File: src/rtl/afifo_rd_ctrl.sv
// Read-domain pointer and status controller for an asynchronous FIFO.
// Owns the binary and Gray read pointers, synchronises the write-domain Gray
// pointer into rclk, and registers empty, almost-empty, occupancy and underflow.
// Optional feature macro: AFIFO_RD_LEVEL_EN builds the occupancy path
// (Gray-to-binary converter and subtractor). Without it, rlevel is tied to 0
// and raempty follows rempty cycle for cycle.
module afifo_rd_ctrl #(
    parameter int unsigned ADDR_SIZE   = 3,
    parameter int unsigned SYNC_STAGES = 2,
    parameter int unsigned AE_THRESH   = 1
) (
    input  logic                 rclk,
    input  logic                 rrst,
    input  logic                 rpop,
    input  logic [ADDR_SIZE:0]   wptr_gray,
    output logic                 rempty,
    output logic                 raempty,
    output logic [ADDR_SIZE-1:0] raddr,
    output logic [ADDR_SIZE:0]   rptr,
    output logic [ADDR_SIZE:0]   rlevel,
    output logic                 rpop_err
);

    localparam int unsigned PTR_W = ADDR_SIZE + 1;

    // Elaboration-time parameter range checks.
    if (SYNC_STAGES < 2) begin : g_bad_sync
        $error("afifo_rd_ctrl: SYNC_STAGES must be at least 2");
    end
    if (AE_THRESH > (1 << ADDR_SIZE)) begin : g_bad_thresh
        $error("afifo_rd_ctrl: AE_THRESH exceeds FIFO depth");
    end

    logic [PTR_W-1:0] rbin_q,  rbin_d;
    logic [PTR_W-1:0] rptr_q,  rptr_d;
    logic             rempty_q,   rempty_d;
    logic             raempty_q,  raempty_d;
    logic             rpop_err_q, rpop_err_d;
    logic             pop_ok_c;

    logic [PTR_W-1:0] sync_q [SYNC_STAGES];
    logic [PTR_W-1:0] sync_d [SYNC_STAGES];
    logic [PTR_W-1:0] wq_gray;

    assign wq_gray = sync_q[SYNC_STAGES-1];

    // Write-pointer synchroniser shift chain.
    always_comb begin
        sync_d[0] = wptr_gray;
        for (int i = 1; i < int'(SYNC_STAGES); i++) begin
            sync_d[i] = sync_q[i-1];
        end
    end

`ifdef AFIFO_RD_LEVEL_EN
    localparam logic [PTR_W-1:0] AE_THRESH_W = PTR_W'(AE_THRESH);

    logic [PTR_W-1:0] rlevel_q, rlevel_d;
    logic [PTR_W-1:0] wq_bin;
    logic [PTR_W-1:0] level_c;

    // Gray-to-binary conversion of the synchronised write pointer (XOR prefix from MSB).
    always_comb begin
        wq_bin[PTR_W-1] = wq_gray[PTR_W-1];
        for (int i = int'(PTR_W) - 2; i >= 0; i--) begin
            wq_bin[i] = wq_bin[i+1] ^ wq_gray[i];
        end
    end
`endif

    // Next-state: pointer advance, empty look-ahead, occupancy and underflow.
    always_comb begin
        pop_ok_c   = rpop & ~rempty_q;
        rbin_d     = rbin_q + PTR_W'(pop_ok_c);
        rptr_d     = (rbin_d >> 1) ^ rbin_d;
        rempty_d   = (rptr_d == wq_gray);
        rpop_err_d = rpop & rempty_q;
`ifdef AFIFO_RD_LEVEL_EN
        level_c    = wq_bin - rbin_d;
        rlevel_d   = level_c;
        raempty_d  = (level_c <= AE_THRESH_W);
`else
        raempty_d  = rempty_d;
`endif
    end

    // State registers with synchronous active-high reset.
    always_ff @(posedge rclk) begin
        if (rrst) begin
            for (int i = 0; i < int'(SYNC_STAGES); i++) begin
                sync_q[i] <= '0;
            end
            rbin_q     <= '0;
            rptr_q     <= '0;
            rempty_q   <= 1'b1;
            raempty_q  <= 1'b1;
            rpop_err_q <= 1'b0;
`ifdef AFIFO_RD_LEVEL_EN
            rlevel_q   <= '0;
`endif
        end else begin
            sync_q     <= sync_d;
            rbin_q     <= rbin_d;
            rptr_q     <= rptr_d;
            rempty_q   <= rempty_d;
            raempty_q  <= raempty_d;
            rpop_err_q <= rpop_err_d;
`ifdef AFIFO_RD_LEVEL_EN
            rlevel_q   <= rlevel_d;
`endif
        end
    end

    assign raddr    = rbin_q[ADDR_SIZE-1:0];
    assign rptr     = rptr_q;
    assign rempty   = rempty_q;
    assign raempty  = raempty_q;
    assign rpop_err = rpop_err_q;
`ifdef AFIFO_RD_LEVEL_EN
    assign rlevel   = rlevel_q;
`else
    assign rlevel   = '0;
`endif

endmodule

File: config.mk
export PLATFORM = sky130hd
export DESIGN_NAME = afifo_rd_ctrl
export DESIGN_NICKNAME = d
export VERILOG_FILES = /design/src/rtl/afifo_rd_ctrl.sv
export SDC_FILE = /design/constraint.sdc
export NUM_CORES = 1
export LEC_CHECK = 0
export ABC_AREA = 1
export BUFFER_PORTS_ARGS = -buffer_cell sky130_fd_sc_hd__buf_4
export CAP_MARGIN = 10
export CORE_MARGIN = 2
export CORE_UTILIZATION = 48
export CTS_CLUSTER_SIZE = 28
export DETAILED_ROUTE_END_ITERATION = 7
export HOLD_SLACK_MARGIN = 0.06
export PLACE_DENSITY = 0.83
export SLEW_MARGIN = 5
export SYNTH_ARGS = -nofsm -noshare
export SYNTH_HDL_FRONTEND = slang
export SYNTH_SLANG_ARGS = --single-unit
File: constraint.sdc
create_clock -name rclk -period 1.9 [get_ports rclk]
set_input_delay 0.095 -clock rclk [delete_from_list [all_inputs] [get_ports rclk]]
set_output_delay 0.095 -clock rclk [all_outputs]
set_load 0.02 [all_outputs]
==> summary.txt, run 1 <==
Setup path
  • CP required: 2.09 ns
  • Crit path largest cell delay: 0.55 ns
  • Crit Path Category: input port to flop
  • CP most frequent cell: nand2_1
  • R2r setup slk: 0.30 ns
  • CP Cell Sequence: dlygate4sd3_1, buf_4, inv_1, nor2_1, ha_1, ha_4, inv_1, nand2_2, nand2_2, nand3_1, nand3b_1, nand2_1, nand2_1, nand2_1
  • Critical-path top delay cell: dlygate4sd3_1
  • Crit path arrival time: 1.93 ns
  • Crit end category: flop
  • Reg2reg path depth: 11
  • FF-to-FF End: raempty$_SDFF_PP1_
  • R2r startpoint: raempty$_SDFF_PP1_
  • Crit-path max FO: 3
  • Startpoint types: input port

Timing
  • F_max: 574.1 MHz
  • Setup TNS: 0 ns
  • Clock Skew: 0.003918 ns
  • Final Cycle Share: 91.67%
  • Min Tclk post-route: 1.742 ns
  • # setup viols final: 0
  • Max-slew violations: 0
  • Final hold vios: 0
  • RSZ-0062 raised after global routing: no

Finish
  • Most common cell after layout, fill and taps aside: nand2_1
  • Area Growth Syn to Fin: 26.47%
  • Leading cell types in the layout, fill and taps excluded: nand2_1 (18), dfxtp_1 (17), inv_1 (16), buf_4 (16), nor2_1 (14)
  • Layout cell share with drive strength beyond 1: 25.00%
  • # nets final: 126
  • Final Util: 62.91%
  • Number of diodes: 0

GRT
  • GRT Overall Usage: 14.15%
  • Largest net degree at the start of global routing: 18
  • Grt total ovfl: 0
  • Global-route wire length before repair: 1904 um
  • Vias in the first global route: 507
  • Antenna violations before repair: 0

Route
  • DR vias: 591
  • Drt first pass iters: 4
  • Antenna-violating nets left: 0
  • Wire length per cell: 9.379 um
  • Total routed wirelength: 1238 um
  • Total DRC errors in the routed layout: 0
  • Via-to-Cell Ratio: 4.477
  • Initial DRC count: 10

Place
  • Post-DP HPWL: 828.8 um
  • IO Port Bufs: 16
  • RePlAce Congestion: 0.7158

Outcome
  • Outcome: complete, no violations

Clocking
  • H-Tree Level Count: 1
  • CTS max path bufs: 2
  • Clock Latency Late Sink: 0.29 ns
  • CTS buffer count: 3
  • Clock Tree Root: clkbuf_4
  • Reg clk slew, reported paths: 0.09 ns
  • CTS tree: done
  • Clock Sinks: 17
  • # Post-CTS Setup Buffers: 0

Pwr
  • Tot Pwr: 0.7035 mW
  • PwrDens: 769.2 mW/mm^2
  • Peak supply drop: 0.5312 mV
  • Pleak: 0.4642 nW

Floorplan
  • DIE WIDTH: 42.82 um
  • Die footprint: 0.001833 mm^2
  • Core footprint: 0.001454 mm^2
  • Die Y: 42.82 um
  • Initial Utilization: 49.74%
  • IO Count: 21
  • Row cnt: 14

Yosys
  • Synth warn: 0
  • Gate count after technology mapping: 95
  • Sequential fraction of the synthesis area: 47.06%
  • Syn Area/Cell: 7.613 um^2
  • Synth Cell Area: 723.2 um^2
  • FF+latch count, synth: 17
  • Yosys cell types: 16

Worst hold path
  • HP Start: rrst
  • Worst Hold Class: input port to flop
  • Hold Crit Depth: 2
  • Hold endpoint: wq_gray[3]$_SDFF_PP0_

Flow run
  • Max-Cap Viols: 0
==> worst max path at each step <==
stage,start,to,depth (start not counted)
finish,rpop,raempty$_SDFF_PP1_,14
floorplan,raempty$_SDFF_PP1_,raempty$_SDFF_PP1_,12
CTS,rpop,raempty$_SDFF_PP1_,15
detailed placement,raempty$_SDFF_PP1_,raempty$_SDFF_PP1_,12
global route,rpop,raempty$_SDFF_PP1_,15
global placement,raempty$_SDFF_PP1_,raempty$_SDFF_PP1_,12
==> through the flow <==
step           cells  instance area, um^2  hold WS [ns]  setup slack, ns
6_report         132                914.6       0.09219           0.1582
2_1_floorplan     98                734.5        0.2020           0.2756
5_1_grt          132                914.6       0.09079          0.04001
4_1_cts          132                902.1       0.08289           0.1546
3_3_place_gp     123                825.8        0.2938           0.3203
3_5_place_dp     123                825.8        0.3036           0.2778
==> sequential cells by signal (all words and copies together), names as in the netlist <==
name / flops
wq_gray: 4
raempty: 1
rptr: 3
rbin_q: 4
sync_d: 4
rpop_err: 1
==> final cells by class <==
| class | count | area [um^2] |
|---|---|---|
| Clock buffer | 4 | 26.28 |
| Fill cell | 124 | 539.3 |
| Inverter | 17 | 63.81 |
| Multi-Input combinational cell | 57 | 294.0 |
| Sequential cell | 17 | 340.3 |
| Tap cell | 16 | 20.02 |
| Timing Repair Buffer | 21 | 170.2 |
==> worst max-delay path: cells and delay by family <==
kind / cells / cell delay [ns]
adders and majority gates: 2 / 0.43
and+or+nand+nor: 8 / 0.59
buffers and inverters: 4 / 0.81
==> power breakdown <==
part	switching [mW]	internal (mW)
Combinational	0.0729	0.0575
Clock	0.105	0.0816
Sequential	0.00966	0.376
Total	0.188	0.515
==> routing by layer <==
| layer | wire length [um] | vias to the layer above | share of wire (%) | GRT usage [%] |
|---|---|---|---|---|
| li1 | - | 317 | - | - |
| met1 | 562 | 252 | 45 | 17.02 |
| met2 | 588 | 18 | 47 | 21.82 |
| met3 | 59 | 4 | 4.8 | 2.553 |
| met4 | 27 | 0 | 2.2 | 11.25 |
| met5 | 0 | - | 0 | 0 |
==> cell usage after synthesis, drive strengths merged <==
cell | count | area share, %
a21oi | 3 | 2.1
conb | 1 | 0.52
ha | 2 | 3.5
nand2 | 23 | 14
buf | 6 | 6.2
nor2 | 15 | 8.1
nand4 | 1 | 0.87
dfxtp | 17 | 47
clkbuf | 1 | 0.52
nand3b | 3 | 3.1
inv | 17 | 8.8
nand3 | 6 | 5.5
==> kinds of logic (layout without fill, tap and decap cells) <==
| group | after synthesis | after routing | share of synthesized area (%) |
|---|---|---|---|
| buffers and inverters | 24 | 42 | 15.57 |
| flip-flops | 17 | 17 | 47.06 |
| other | 1 | 4 | 0.5185 |
| adder cells (fa/ha/maj) | 2 | 2 | 3.460 |
| AND/OR/NAND/NOR | 48 | 48 | 31.32 |
| AO/OA/AOI/OAI | 3 | 3 | 2.076 |
==> repair_timing <==
| item | in CTS | in global routing |
|---|---|---|
| gates resized for setup | 0 | 1 |
| hold buffers | 5 | 0 |
| endpoints found under the setup margin | 0 | 1 |
| hold endpoints to repair | 5 | 0 |
No activity file was read; power rests on OpenSTA's default activity.
==> run 2, diff against run 1 <==
--- a/config.mk
+++ b/config.mk
@@ -9,11 +9,11 @@
 export BUFFER_PORTS_ARGS = -buffer_cell sky130_fd_sc_hd__buf_4
 export CAP_MARGIN = 10
 export CORE_MARGIN = 2
-export CORE_UTILIZATION = 48
+export CORE_UTILIZATION = 45
 export CTS_CLUSTER_SIZE = 28
 export DETAILED_ROUTE_END_ITERATION = 7
 export HOLD_SLACK_MARGIN = 0.06
-export PLACE_DENSITY = 0.83
+export PLACE_DENSITY = 0.79
 export SLEW_MARGIN = 5
 export SYNTH_ARGS = -nofsm -noshare
 export SYNTH_HDL_FRONTEND = slang
==> run 2 against run 1 <==
  * Final area is 1.2% lower
  * Count of clock-buffer cells in the layout shrank 1
  * Sequential power about the same
  * Maximum frequency is 1.7% lower
  * Register-to-register slack got worse by 0.07 ns
  * Critical path depth rose by 1
  * Setup slack worse by 0.030 ns
  * Clock power is 2% higher
  * Global-route usage is 0.37 points lower
  * Largest power group unchanged
==> summary.txt, run 2 (same netlist as run 1, synthesis figures left out) <==
Timing
  • Final hold vios: 0 (unchanged)
  • Setup TNS: 0 ns (unchanged)
  • RSZ-0062 raised after global routing: no (unchanged)
  • Min Tclk post-route: 1.772 ns (was 1.742 ns)
  • Final WS setup: 0.1285 ns (was 0.1582 ns)
  • Max-slew violations: 0 (unchanged)
  • F_max: 564.5 MHz (was 574.1 MHz)
  • Clock Skew: 0.005057 ns (was 0.003918 ns)
  • Final Cycle Share: 93.24% (was 91.67%)
  • # setup viols final: 0 (unchanged)

Finish
  • Number of diodes: 0 (unchanged)
  • Design area: 903.4 um^2 (was 914.6 um^2)
  • Sequential cell area: 340.3 um^2 (unchanged)
  • Multi-input logic area: 281.5 um^2 (was 294.0 um^2)
  • Fillers: 133 (was 124)
  • Leading cell types in the layout, fill and taps excluded: nand2_1 (18), dfxtp_1 (17), inv_1 (16), buf_4 (16), nor2_1 (14) (unchanged)
  • Most common cell after layout, fill and taps aside: nand2_1 (unchanged)
  • Area Growth Syn to Fin: 24.91% (was 26.47%)
  • Layout cell share with drive strength beyond 1: 25.00% (unchanged)
  • # nets final: 126 (unchanged)

Floorplan
  • Die Y: 44.09 um (was 42.82 um)
  • DIE WIDTH: 44.09 um (was 42.82 um)
  • Initial Utilization: 48.01% (was 49.74%)
  • IO Count: 21 (unchanged)
  • Row cnt: 14 (unchanged)
  • Die footprint: 0.001944 mm^2 (was 0.001833 mm^2)
  • Core footprint: 0.001506 mm^2 (was 0.001454 mm^2)

Flow run
  • Max-Cap Viols: 0 (unchanged)

GRT
  • Vias in the first global route: 509 (was 507)
  • Largest net degree at the start of global routing: 18 (unchanged)
  • Global-route wire length before repair: 1938 um (was 1904 um)
  • Grt total ovfl: 0 (unchanged)
  • GRT Overall Usage: 13.77% (was 14.15%)
  • Antenna violations before repair: 0 (unchanged)

Setup path
  • R2r startpoint: raempty$_SDFF_PP1_ (unchanged)
  • R2r setup slk: 0.23 ns (was 0.30 ns)
  • Crit-path max FO: 3 (unchanged)
  • Critical Path End: raempty$_SDFF_PP1_ (unchanged)
  • Startpoint types: input port (unchanged)
  • FF-to-FF End: raempty$_SDFF_PP1_ (unchanged)
  • Crit end category: flop (unchanged)
  • Crit Path Category: input port to flop (unchanged)
  • CP required: 2.14 ns (was 2.09 ns)
  • Reg2reg path depth: 12 (was 11)
  • Critical Path Start: rpop (unchanged)
  • Crit path arrival time: 2.01 ns (was 1.93 ns)

Clocking
  • H-Tree Level Count: 1 (unchanged)
  • CTS buffer count: 3 (unchanged)
  • Reg clk slew, reported paths: 0.10 ns (was 0.09 ns)
  • Resize count post-CTS: 0 (unchanged)
  • Clock Latency Late Sink: 0.29 ns (about the same)
  • CTS tree: done (unchanged)
  • # Post-CTS Setup Buffers: 0 (unchanged)
  • Clock Sinks: 17 (unchanged)
  • CTS max path bufs: 2 (unchanged)
  • Clock Tree Root: clkbuf_4 (unchanged)

Place
  • Placed Area: 825.8 um^2 (unchanged)
  • IO Port Bufs: 16 (unchanged)
  • Pre-CTS setup slack: 0.2586 ns (was 0.2778 ns)
  • RePlAce Congestion: 0.7209 (was 0.7158)
  • Post-DP HPWL: 867.5 um (was 828.8 um)

Worst hold path
  • Worst Hold Class: input port to flop (unchanged)
  • Hold Crit Depth: 2 (unchanged)

Route
  • Drt first pass iters: 4 (unchanged)
  • Wire length per cell: 8.841 um (was 9.379 um)
  • Antenna-violating nets left: 0 (unchanged)
  • Total routed wirelength: 1167 um (was 1238 um)
  • Initial DRC count: 5 (was 10)
  • Total DRC errors in the routed layout: 0 (unchanged)
  • Via-to-Cell Ratio: 4.508 (was 4.477)
  • DR vias: 595 (was 591)

Pwr
  • Internal cell power: 0.5107 mW (was 0.5154 mW)
  • Pleak: 0.4699 nW (was 0.4642 nW)
  • Combinational share of power: 18.1% (was 18.5%)
  • Peak supply drop: 0.4858 mV (was 0.5312 mV)
  • Clk pwr share: 27.1% (was 26.6%)
  • Net Switching: 0.1951 mW (was 0.1880 mW)
  • Reg power frac: 54.7% (was 54.9%)
  • PwrDens: 781.3 mW/mm^2 (was 769.2 mW/mm^2)
  • Sw frac: 27.64% (was 26.73%)

Outcome
  • Outcome: complete, no violations (unchanged)
[run 2: cell types whose count changed in the layout (fill, tap and decap cells not counted)]
cell	change
ha_1	+1
clkbuf_1	-1
clkinv_2	+1
ha_4	-1
[run 2: worst min-delay path by stage]
stage	start	slack, ns	end
after detailed placement	wptr_gray[1]	0.30	sync_d[1]$_SDFF_PP0_
final	rrst	0.09	sync_d[3]$_SDFF_PP0_
after global placement	wptr_gray[3]	0.29	sync_d[3]$_SDFF_PP0_
after floorplan	wptr_gray[0]	0.20	sync_d[0]$_SDFF_PP0_
after CTS	rrst	0.09	wq_gray[3]$_SDFF_PP0_
after global routing	rrst	0.09	wq_gray[3]$_SDFF_PP0_
[run 2: what timing repair did]
action,in CTS,in global routing
endpoints found under the hold margin,5,0
hold buffers,5,0
endpoints found under the setup margin,0,0
[run 2: power groups by stage]
stage	Clock [mW]	Sequential, mW	Combinational (mW)
4_1_cts	0.197	0.386	0.129
5_1_grt	0.219	0.389	0.141
3_5_place_dp	0	0.395	0.121
6_report	0.191	0.386	0.128
2_1_floorplan	0	0.408	0.0755
3_3_place_gp	0	0.393	0.119
[run 2: worst max-delay path: stages]
cell and delay (ns):
dlygate4sd3_1 0.54, buf_4 0.14, inv_1 0.04, nor2_1 0.04
ha_1 0.22, ha_1 0.33, inv_2 0.09, nand2_1 0.08
nand2_1 0.06, nand2_1 0.05, nand2_1 0.05, nand3_1 0.10
nor2_2 0.09, nand2_1 0.05, nand2_1 0.05
[run 2: per-stage QoR]
step                      util [%]  std cells  hold slack, ns  power (mW)
after floorplan                  -         98          0.2020      0.4838
after global placement       54.82        123          0.2946      0.5122
after detailed placement     54.82        123          0.3007      0.5152
after CTS                    59.97        132         0.08891      0.7123
after global routing         59.97        132         0.09026      0.7490
final                        59.97        132         0.08960      0.7058
[run 2: routing by layer]
metal / vias up / GRT usage, % / share of wire, %
met1: 259 / 15.63 / 43
met4: 0 / 7.273 / 0.86
met3: 2 / 3.673 / 5.9
li1: 314 / - / -
met2: 20 / 23.53 / 50
met5: - / 0 / 0
[run 2: layout make-up]
| class | instances | area share, % |
|---|---|---|
| Sequential cell | 17 | 37.67 |
| Multi-Input combinational cell | 57 | 31.16 |
| Timing Repair Buffer | 21 | 18.84 |
| Inverter | 17 | 7.064 |
| Clock buffer | 3 | 2.493 |
| Tap cell | 16 | 2.216 |
| Clock inverter | 1 | 0.5540 |
